==> src/rtl/seq110_channel_scheduler_if.sv <==
// Bus bundle between NUM_CH bit-serial requesters / event logger and the
// shared "110" detector scheduler.
interface seq110_channel_scheduler_if #(
    parameter int NUM_CH = 4,
    parameter int CH_W   = 2,
    parameter int CNT_W  = 8
);
    logic              enable;
    logic              clear;
    logic [NUM_CH-1:0] ch_valid;
    logic [NUM_CH-1:0] ch_bit;
    logic [NUM_CH-1:0] ch_ready;
    logic              match_vld;
    logic [CH_W-1:0]   match_ch;
    logic [CH_W-1:0]   cnt_sel;
    logic [CNT_W-1:0]  cnt_out;

    // Requesters / control side
    modport master (
        output enable, clear, ch_valid, ch_bit, cnt_sel,
        input  ch_ready, match_vld, match_ch, cnt_out
    );

    // Scheduler side
    modport slave (
        input  enable, clear, ch_valid, ch_bit, cnt_sel,
        output ch_ready, match_vld, match_ch, cnt_out
    );
endinterface

==> src/rtl/seq110_channel_scheduler.sv <==
// Round-robin scheduler sharing one "110" pattern detector among NUM_CH
// serial lanes. Each lane keeps its own detector context; a match produces a
// registered, channel-tagged pulse and bumps a saturating per-lane counter.
module seq110_channel_scheduler #(
    parameter int NUM_CH = 4,
    parameter int CH_W   = 2,
    parameter int CNT_W  = 8
) (
    input  logic                     clk,
    input  logic                     rst,
    seq110_channel_scheduler_if.slave bus
);
    typedef enum logic [1:0] {
        IDLE = 2'd0,
        G1   = 2'd1,
        G11  = 2'd2,
        HIT  = 2'd3
    } ctx_t;

    ctx_t             r_ctx [NUM_CH];
    logic [CNT_W-1:0] r_cnt [NUM_CH];
    logic [CH_W-1:0]  r_rr_ptr;
    logic             r_match_vld;
    logic [CH_W-1:0]  r_match_ch;

    logic [NUM_CH-1:0] w_grant;
    logic [CH_W-1:0]   w_gnt_id;
    logic [CH_W-1:0]   w_scan_idx;
    logic              w_xfer;
    logic              w_bit;
    ctx_t              w_cur;
    ctx_t              w_next;
    logic              w_hit;
    logic [CH_W-1:0]   w_rr_next;

    // Round-robin grant: scan from rr_ptr downward-priority so the closest lane wins
    always_comb begin
        w_grant    = '0;
        w_gnt_id   = '0;
        w_scan_idx = '0;
        if (bus.enable && !bus.clear && !rst) begin
            // Scan farthest-first so the nearest valid lane overwrites last
            for (int k = NUM_CH - 1; k >= 0; k--) begin
                w_scan_idx = CH_W'((int'(r_rr_ptr) + k) % NUM_CH);
                if (bus.ch_valid[w_scan_idx]) begin
                    w_grant             = '0;
                    w_grant[w_scan_idx] = 1'b1;
                    w_gnt_id            = w_scan_idx;
                end
            end
        end
    end

    // Grant is only ever issued on a valid lane, so any grant is a transfer
    assign w_xfer    = |w_grant;
    assign w_bit     = bus.ch_bit[w_gnt_id];
    assign w_rr_next = (w_gnt_id == CH_W'(NUM_CH - 1)) ? '0 : w_gnt_id + 1'b1;

    // Detector next-state for the granted lane's context
    always_comb begin
        w_cur  = r_ctx[w_gnt_id];
        w_next = w_cur;
        case (w_cur)
            IDLE:    w_next = w_bit ? G1  : IDLE;
            G1:      w_next = w_bit ? G11 : IDLE;
            G11:     w_next = w_bit ? G11 : HIT;
            HIT:     w_next = w_bit ? G1  : IDLE;
            default: w_next = IDLE;
        endcase
    end

    assign w_hit = w_xfer && (w_next == HIT);

    // Context table, counters, round-robin pointer and match event registers
    always_ff @(posedge clk or posedge rst) begin
        if (rst) begin
            for (int i = 0; i < NUM_CH; i++) begin
                r_ctx[i] <= IDLE;
                r_cnt[i] <= '0;
            end
            r_rr_ptr    <= '0;
            r_match_vld <= 1'b0;
            r_match_ch  <= '0;
        end else if (bus.clear) begin
            for (int i = 0; i < NUM_CH; i++) begin
                r_ctx[i] <= IDLE;
                r_cnt[i] <= '0;
            end
            r_rr_ptr    <= '0;
            r_match_vld <= 1'b0;
        end else begin
            r_match_vld <= w_hit;
            if (w_hit) begin
                r_match_ch <= w_gnt_id;
            end
            if (w_xfer) begin
                r_ctx[w_gnt_id] <= w_next;
                r_rr_ptr        <= w_rr_next;
                if (w_hit && (r_cnt[w_gnt_id] != {CNT_W{1'b1}})) begin
                    r_cnt[w_gnt_id] <= r_cnt[w_gnt_id] + 1'b1;
                end
            end
        end
    end

    assign bus.ch_ready  = w_grant;
    assign bus.match_vld = r_match_vld;
    assign bus.match_ch  = r_match_ch;
    // cnt_sel is assumed to address an existing lane
    assign bus.cnt_out   = r_cnt[bus.cnt_sel];

endmodule

==> src/flat_wrapper.sv <==
// flat-port wrapper written by rule: the top's interface ports become plain ports
module seq110_channel_scheduler_flat 
#(
    parameter int NUM_CH = 4,
    parameter int CH_W   = 2,
    parameter int CNT_W  = 8
)
  (clk, rst, bus_enable, bus_clear, bus_ch_valid, bus_ch_bit, bus_cnt_sel, bus_ch_ready, bus_match_vld, bus_match_ch, bus_cnt_out);
  seq110_channel_scheduler_if #(.NUM_CH(NUM_CH), .CH_W(CH_W), .CNT_W(CNT_W)) bus_i ();
  input  logic clk;
  input  logic rst;
  input wire logic [$bits(bus_i.enable)-1:0] bus_enable;
  input wire logic [$bits(bus_i.clear)-1:0] bus_clear;
  input wire logic [$bits(bus_i.ch_valid)-1:0] bus_ch_valid;
  input wire logic [$bits(bus_i.ch_bit)-1:0] bus_ch_bit;
  input wire logic [$bits(bus_i.cnt_sel)-1:0] bus_cnt_sel;
  output wire logic [$bits(bus_i.ch_ready)-1:0] bus_ch_ready;
  output wire logic [$bits(bus_i.match_vld)-1:0] bus_match_vld;
  output wire logic [$bits(bus_i.match_ch)-1:0] bus_match_ch;
  output wire logic [$bits(bus_i.cnt_out)-1:0] bus_cnt_out;
  assign bus_i.enable = bus_enable;
  assign bus_i.clear = bus_clear;
  assign bus_i.ch_valid = bus_ch_valid;
  assign bus_i.ch_bit = bus_ch_bit;
  assign bus_i.cnt_sel = bus_cnt_sel;
  assign bus_ch_ready = bus_i.ch_ready;
  assign bus_match_vld = bus_i.match_vld;
  assign bus_match_ch = bus_i.match_ch;
  assign bus_cnt_out = bus_i.cnt_out;
  seq110_channel_scheduler #(.NUM_CH(NUM_CH), .CH_W(CH_W), .CNT_W(CNT_W)) u_core (.clk(clk), .rst(rst), .bus(bus_i));
endmodule
==> config.mk <==
export PLATFORM = sky130hd
export DESIGN_NAME = seq110_channel_scheduler_flat
export DESIGN_NICKNAME = d
export VERILOG_FILES = /design/src/rtl/seq110_channel_scheduler_if.sv /design/src/rtl/seq110_channel_scheduler.sv /design/src/flat_wrapper.sv
export SDC_FILE = /design/constraint.sdc
export NUM_CORES = 1
export LEC_CHECK = 0
export CAP_MARGIN = 15
export CORE_AREA = 2 2 61 106
export DETAILED_ROUTE_END_ITERATION = 10
export DIE_AREA = 0 0 63 108
export PLACE_DENSITY_LB_ADDON = 0.25
export RECOVER_POWER = 100
export SYNTH_ARGS = -nofsm -noshare
export SYNTH_HDL_FRONTEND = slang
export SYNTH_SLANG_ARGS = --single-unit
==> constraint.sdc <==
create_clock -name clk -period 4.8 [get_ports clk]
set_input_delay 0.96 -clock clk [delete_from_list [all_inputs] [get_ports clk]]
set_output_delay 0.96 -clock clk [all_outputs]
set_load 0.005 [all_outputs]
# Yosys cells after proc, flatten, opt, wreduce, memory -nomap -nowiden
# Cells that the tools add are included.
# totals
memories	0
input_bits	14
elab_cells	111
latchBits	0
mem_bits_ro	0
regBits	45
mem_bits_rw	0
output_inout_bits	15
# classes
multipliers	0
addsub	5
n_reduce_logical	18
n_eq_ne	6
bitwise	3
mux	56
div	0
n_lt_le_gt_ge	12
shifts	0
# op_table
operator	count
$mux 32	3
$mux 8	7
$bmux 8 s2	2
$bwmux 32	1
$mux 2	12
$mux 4	5
$demux 8 s2	1
$lt 2x3->1 const B	5
$mux 1	12
$bmux 1 s2	5
$logic_and 1x1->1	9
$add 8x1->8 const B	1
$bwmux 8	1
$demux 1 s2	4
$eq 2x2->1 const B	4
$ge 2x1->1 const B	4
$ne 8x8->1 const B	1
$ge 3x3->1 const B	2
$not 2->3	2
$pmux 2 s3	1
$add 2x1->2 const B	2
$add 2x2->2 const B	2
$bmux 2 s2	1
$demux 2 s2	1
9 further kinds	12

# Depth between registers and ports, before layout
# Gate-level depths: netlist (run 1).
# depth
word_depth	21
depth_mapped	20
ltp_nobuf	16

# Worst setup path after synthesis (run 1)
# Ideal clock, no wire load.
# synth_path
path_kind	in2reg
start	input port rst
end	register u_core.r_cnt[4] (netlist bit)
setup_slack_ns	-0.393
t_arrival_ns	5.066
cell_stages	16
n_path_buf	2
cell_sequence	inv_1 nand3_1 a2111oi_1 a32oi_4 inv_4 buf_2 buf_2 nand2_1 and3_1 a31oi_1 ha_1 inv_1 nor2_1 nand3_4 nand3_4 mux2_1
# synth_via
elab_chain_len	15
word_cells_on_any_way	40
cone_classes	add/sub: 1; order compare: 2; eq/ne: 5; mux: 20; bitwise: 1; reduce/logical: 11
# synth_rtl
element	line_no	source
start: declaration	flat_wrapper.sv:11	input logic rst;
$logic_not 1->1 *	seq110_channel_scheduler.sv:41	if (bus.enable && !bus.clear && !rst) begin
$logic_and 1x1->1 *	seq110_channel_scheduler.sv:41	
$mux 2 *	seq110_channel_scheduler.sv:41	
net u_core.w_gnt_id[0]	seq110_channel_scheduler.sv:27	logic [CH_W-1:0] w_gnt_id;
branches (longest 12 deep; another with $add 8x1->8)	--	
end signal: indexed assignment	seq110_channel_scheduler.sv:100	r_cnt[w_gnt_id] <= r_cnt[w_gnt_id] + 1'b1;
end: declaration	seq110_channel_scheduler.sv:21	logic [CNT_W-1:0] r_cnt [NUM_CH];
# Mark *: on every way through the listed nets, which the timed path passes. The select of a mux whose other input is x is not followed.
# A chain may end at the register's enable or synchronous reset.

# Worst setup path in the final report (run 1)
# layout_path
start	input port bus_ch_valid[2]
end	register u_core.r_cnt[28] (netlist bit)
# layout_via
elab_chain_len	19
word_cells_on_any_way	54
cone_classes	add/sub: 1; order compare: 2; eq/ne: 5; mux: 36; bitwise: 1; reduce/logical: 9
# layout_rtl
element	line_no	source
start: declaration	flat_wrapper.sv:14	input wire logic [$bits(bus_i.ch_valid)-1:0] bus_ch_valid;
branches (longest 19 deep; another with $add 8x1->8)	--	
# Parallel ways; which one is timed is not known. The select of a mux whose other input is x is not followed.

==> summary.md, run 1 <==
| Metric | Value |
|---|---|
| Status | complete, but fails checks |
| Failing checks | max-capacitance violations, max-slew violations |
| CTS clk-pin slew, worst paths | around 0.090 ns |
| Crit Path Max Fanout | 8 |
| Clk sinks | 45 |
| Startpoint class of the critical path | input pin |
| Setup tns final | 0 ns |
| Critical path class | input pin to flip-flop |
| FMAX | between 0.2 and 0.25 GHz |
| PwrDens | between 200 and 250 nW/um^2 |
| Final hold vios | 0 |
| Proportion of layout cells with a drive suffix above 1 | 13.6% |
| EDFF count, synth | 0 |
| VDD IR max | 0.195 mV |
| NetSw | 0.207 mW |
| Post-synthesis sequential area ratio | 33.1% |
| Sequential power share | 48.2% |
| Tightest Hold Check Type | flip-flop to flip-flop |
| Period utilisation layout | 95.0% |
| Finish-stage setup viols | 0 |
| R2r setup slk | ~0.38 ns |
| Effective utilization at floorplan | 57.9% |
| Post-synthesis cell count | between 300 and 400 |
| Die ar. | 6800 um^2 |
| I/O Buffers | 28 |
| Met3 wire len | roughly 400 um |
| Int Pwr | ~0.59 mW |
| Sequential cell area | between 1000 and 1500 um^2 |
| Hpwl dp | 6.22 mm |
| Die H | 108 um |
| Slew of the pin with the lowest slew margin | 1.75 ns |
| Clock Power Share | between 30% and 40% |
| Synth unique cells | 47 |
| Met2 Routed Length | between 4 and 5 mm |
| H-tree depth | 2 |
| Antenna-violating nets left | 0 |
| Filler instances | ~510 |
| Tmin final | 4.56 ns |
| Crit path capture | u_core.r_cnt[28]$_DFFE_PP0P_ |
| Number of setup buffers added after CTS | 0 |
| Async S/R FF share, synth | 100% |
| Avg Cell Area, Syn | roughly 10 um^2 |
| Critical path launch point | bus_ch_valid[2] |
| Max Clock Skew | 0.0110 ns |
| Leading cell type in the layout, fill and taps excluded | nand2_1 |
| Drt via density | 6.25 |
| Number of I/O pins | 29 |
| Hold_buf cts | 0 |
| Worst EP required | between 4 and 5 ns |
| Via count | roughly 2800 |
| Leak Pwr | 1.77 nW |
| Post-place setup slack | -0.0200 ns |
| Num rows | 37 |
| Post-CTS sizing | 0 |
| Total global-route track usage | 26.4% |
| R2R depth | 14 |
| Endpoint class of the critical path | flip-flop |
| Routed wire length | around 8.5 mm |
| Worst skew pair latency | 0.30 ns |
| Drt first pass iters | 5 |
| Top_reg_cell synth | dfrtp_1 |
| Yosys reg bits | 45 |
| Crit path DAT | 4.74 ns |
| Mapped Nets | 361 |
| CTS tree | done |
| Final #Nets | 396 |
| DIE WIDTH | 63 um |
| Clk root buf | clkbuf_8 |
| Post-route DRC | 0 |
| Highest routed layer | met4 |
| CTS buffer count | 5 |
| Grt ovf | 0 |
| Post-route cell area | approximately 3900 um^2 |
| Reg2reg end | u_core.r_cnt[28]$_DFFE_PP0P_ |
| Area taken by multi-input logic gates | 2100 um^2 |
| Area grow syn2layout | 14.0% |
| Worst r2r src | u_core.r_rr_ptr[1]$_DFFE_PP0P_ |
| First-pass GRT wire length | roughly 14 mm |
| Largest buffer count on any clock path | 2 |
| Number of global-route vias before repair | 2906 |
| GPL Wtd Cong | 0.863 |
| Worst hold slack | 0.505 ns |
| Tot Pwr | 0.798 mW |
| Yosys warning count | 0 |
| DRT iter0 DRCs | 203 |
| Relative max-transition margin | -16.3% |
| Max Cap Viol | 1 |
| RSZ-0062 raised after global routing | no |
| Switch share | between 20% and 30% |
| Worst setup margin | 0.239 ns |
| Largest net degree at the start of global routing | 33 |
| Antenna violations before repair | 0 |
| Met1 wire length | 3.08 mm |
| Diode count | 0 |
| Post-DP Area | 3810 um^2 |
| Number of max-slew violations in the final report | 33 |
| WL per Instance | 19.1 um |
| Placeable Area | 5880 um^2 |
| Most frequent cells in the layout | 56 x nand2_1, 45 x mux2i_1, 45 x dfrtp_1 |
| Post-Syn Area | 3400 um^2 |
| Combinational share of power | 15.9% |
==> power groups by stage <==
stage | Combinational [mW] | Clock (mW) | Sequential, mW
2_1_floorplan | 0.0853 | 0 | 0.393
3_3_place_gp | 0.127 | 0 | 0.392
3_5_place_dp | 0.130 | 0 | 0.392
4_1_cts | 0.131 | 0.290 | 0.385
5_1_grt | 0.139 | 0.302 | 0.385
6_report | 0.127 | 0.287 | 0.384
==> registers in the layout, indices dropped and copies added (netlist names) <==
register	count
u_core.r_rr_ptr	2
u_core.bus.match_ch	2
u_core.r_cnt	32
u_core.bus.match_vld	1
u_core.r_ctx	8
==> worst max-delay path, cell delays in order <==
cell	delay, ns
clkdlybuf4s50_1	0.54
mux4_2	0.59
a21o_1	0.24
a32oi_4	0.36
mux2_1	0.38
inv_1	0.08
ha_1	0.20
nor2_1	0.05
nor2_1	0.11
o2111a_1	0.53
nand3_4	0.29
mux2_1	0.38
==> cells in the mapped netlist (2+ instances only) <==
| master | n | share of area (%) |
|---|---|---|
| buf_1 | 2 | 0.22 |
| buf_2 | 3 | 0.44 |
| mux2_4 | 7 | 3.1 |
| ha_1 | 15 | 5.5 |
| inv_1 | 9 | 0.99 |
| a21oi_1 | 9 | 1.3 |
| and3_1 | 5 | 0.92 |
| inv_2 | 2 | 0.22 |
| nand2_1 | 56 | 6.2 |
| nor2b_1 | 11 | 2.0 |
| dfrtp_1 | 45 | 33 |
| nand3_4 | 5 | 2.6 |
| mux2_1 | 2 | 0.66 |
| mux2i_1 | 45 | 13 |
| buf_6 | 4 | 1.3 |
| xor2_1 | 3 | 0.77 |
| nand3_1 | 12 | 1.8 |
| a22oi_1 | 5 | 1.1 |
| mux2_2 | 4 | 1.3 |
| o21ai_1 | 2 | 0.29 |
| o21ai_0 | 5 | 0.73 |
| nand4_1 | 6 | 1.1 |
| mux4_2 | 15 | 9.9 |
| clkbuf_1 | 7 | 0.77 |
| xnor2_1 | 3 | 0.77 |
| a31oi_1 | 5 | 0.92 |
| o211ai_1 | 4 | 0.88 |
| nor2_1 | 22 | 2.4 |
==> worst min path at each step <==
stage	start	endpoint	slack, ns	cells past startpoint
floorplan	u_core.r_ctx[4]$_DFFE_PP0P_	u_core.r_ctx[4]$_DFFE_PP0P_	0.47	2
global placement	u_core.bus.match_ch[1]$_DFFE_PP0P_	u_core.bus.match_ch[1]$_DFFE_PP0P_	0.47	1
detailed placement	u_core.bus.match_ch[1]$_DFFE_PP0P_	u_core.bus.match_ch[1]$_DFFE_PP0P_	0.50	1
CTS	u_core.bus.match_ch[1]$_DFFE_PP0P_	u_core.bus.match_ch[1]$_DFFE_PP0P_	0.52	1
global route	u_core.r_ctx[2]$_DFFE_PP0P_	u_core.r_ctx[2]$_DFFE_PP0P_	0.56	2
finish	u_core.bus.match_ch[1]$_DFFE_PP0P_	u_core.bus.match_ch[1]$_DFFE_PP0P_	0.51	1
==> final cells by class <==
class                           count  share of cell area, %
Clock buffer                        6                   1.87
Inverter                           12                   1.26
Clock inverter                      2                   1.00
Tap cell                           78                   2.52
Sequential cell                    45                   29.0
Multi-Input combinational cell    259                   54.2
Timing Repair Buffer               44                   10.1
==> per-stage QoR <==
step	util, %	std cells
6_report	66.0	446
3_3_place_gp	64.8	438
4_1_cts	66.7	446
5_1_grt	66.0	446
2_1_floorplan	-	332
3_5_place_dp	64.8	438
==> per-layer routing <==
layer / up-vias / global-route usage, %
met5: - / 0
met4: 0 / 13.3
met3: 27 / 3.12
met2: 111 / 49.2
met1: 1378 / 29.1
li1: 1271 / -
==> cell families after synthesis <==
family                     Yosys count  share of synthesized area (%)
muxes                               73                           28.2
adders and majority gates           15                           5.51
and+or+nand+nor                    122                           18.1
DFF                                 45                           33.1
buffers and inverters               28                           4.15
xor gates and xnor gates             6                           1.54
AOI/OAI and AO/OA                   43                           9.37
Note: power is estimated with default switching activity, not from simulation.
==> run 2: changes to the inputs <==
GPL_ROUTABILITY_DRIVEN = 0   (was not set)
==> results of run 2 <==
The final DEF is identical to that of run 1; final timing and power are the same.
==> run 3: changes to the inputs <==
CAP_MARGIN = not set   (was 15)
==> results of run 3 <==
The final DEF is identical to that of run 1; final timing and power are the same.
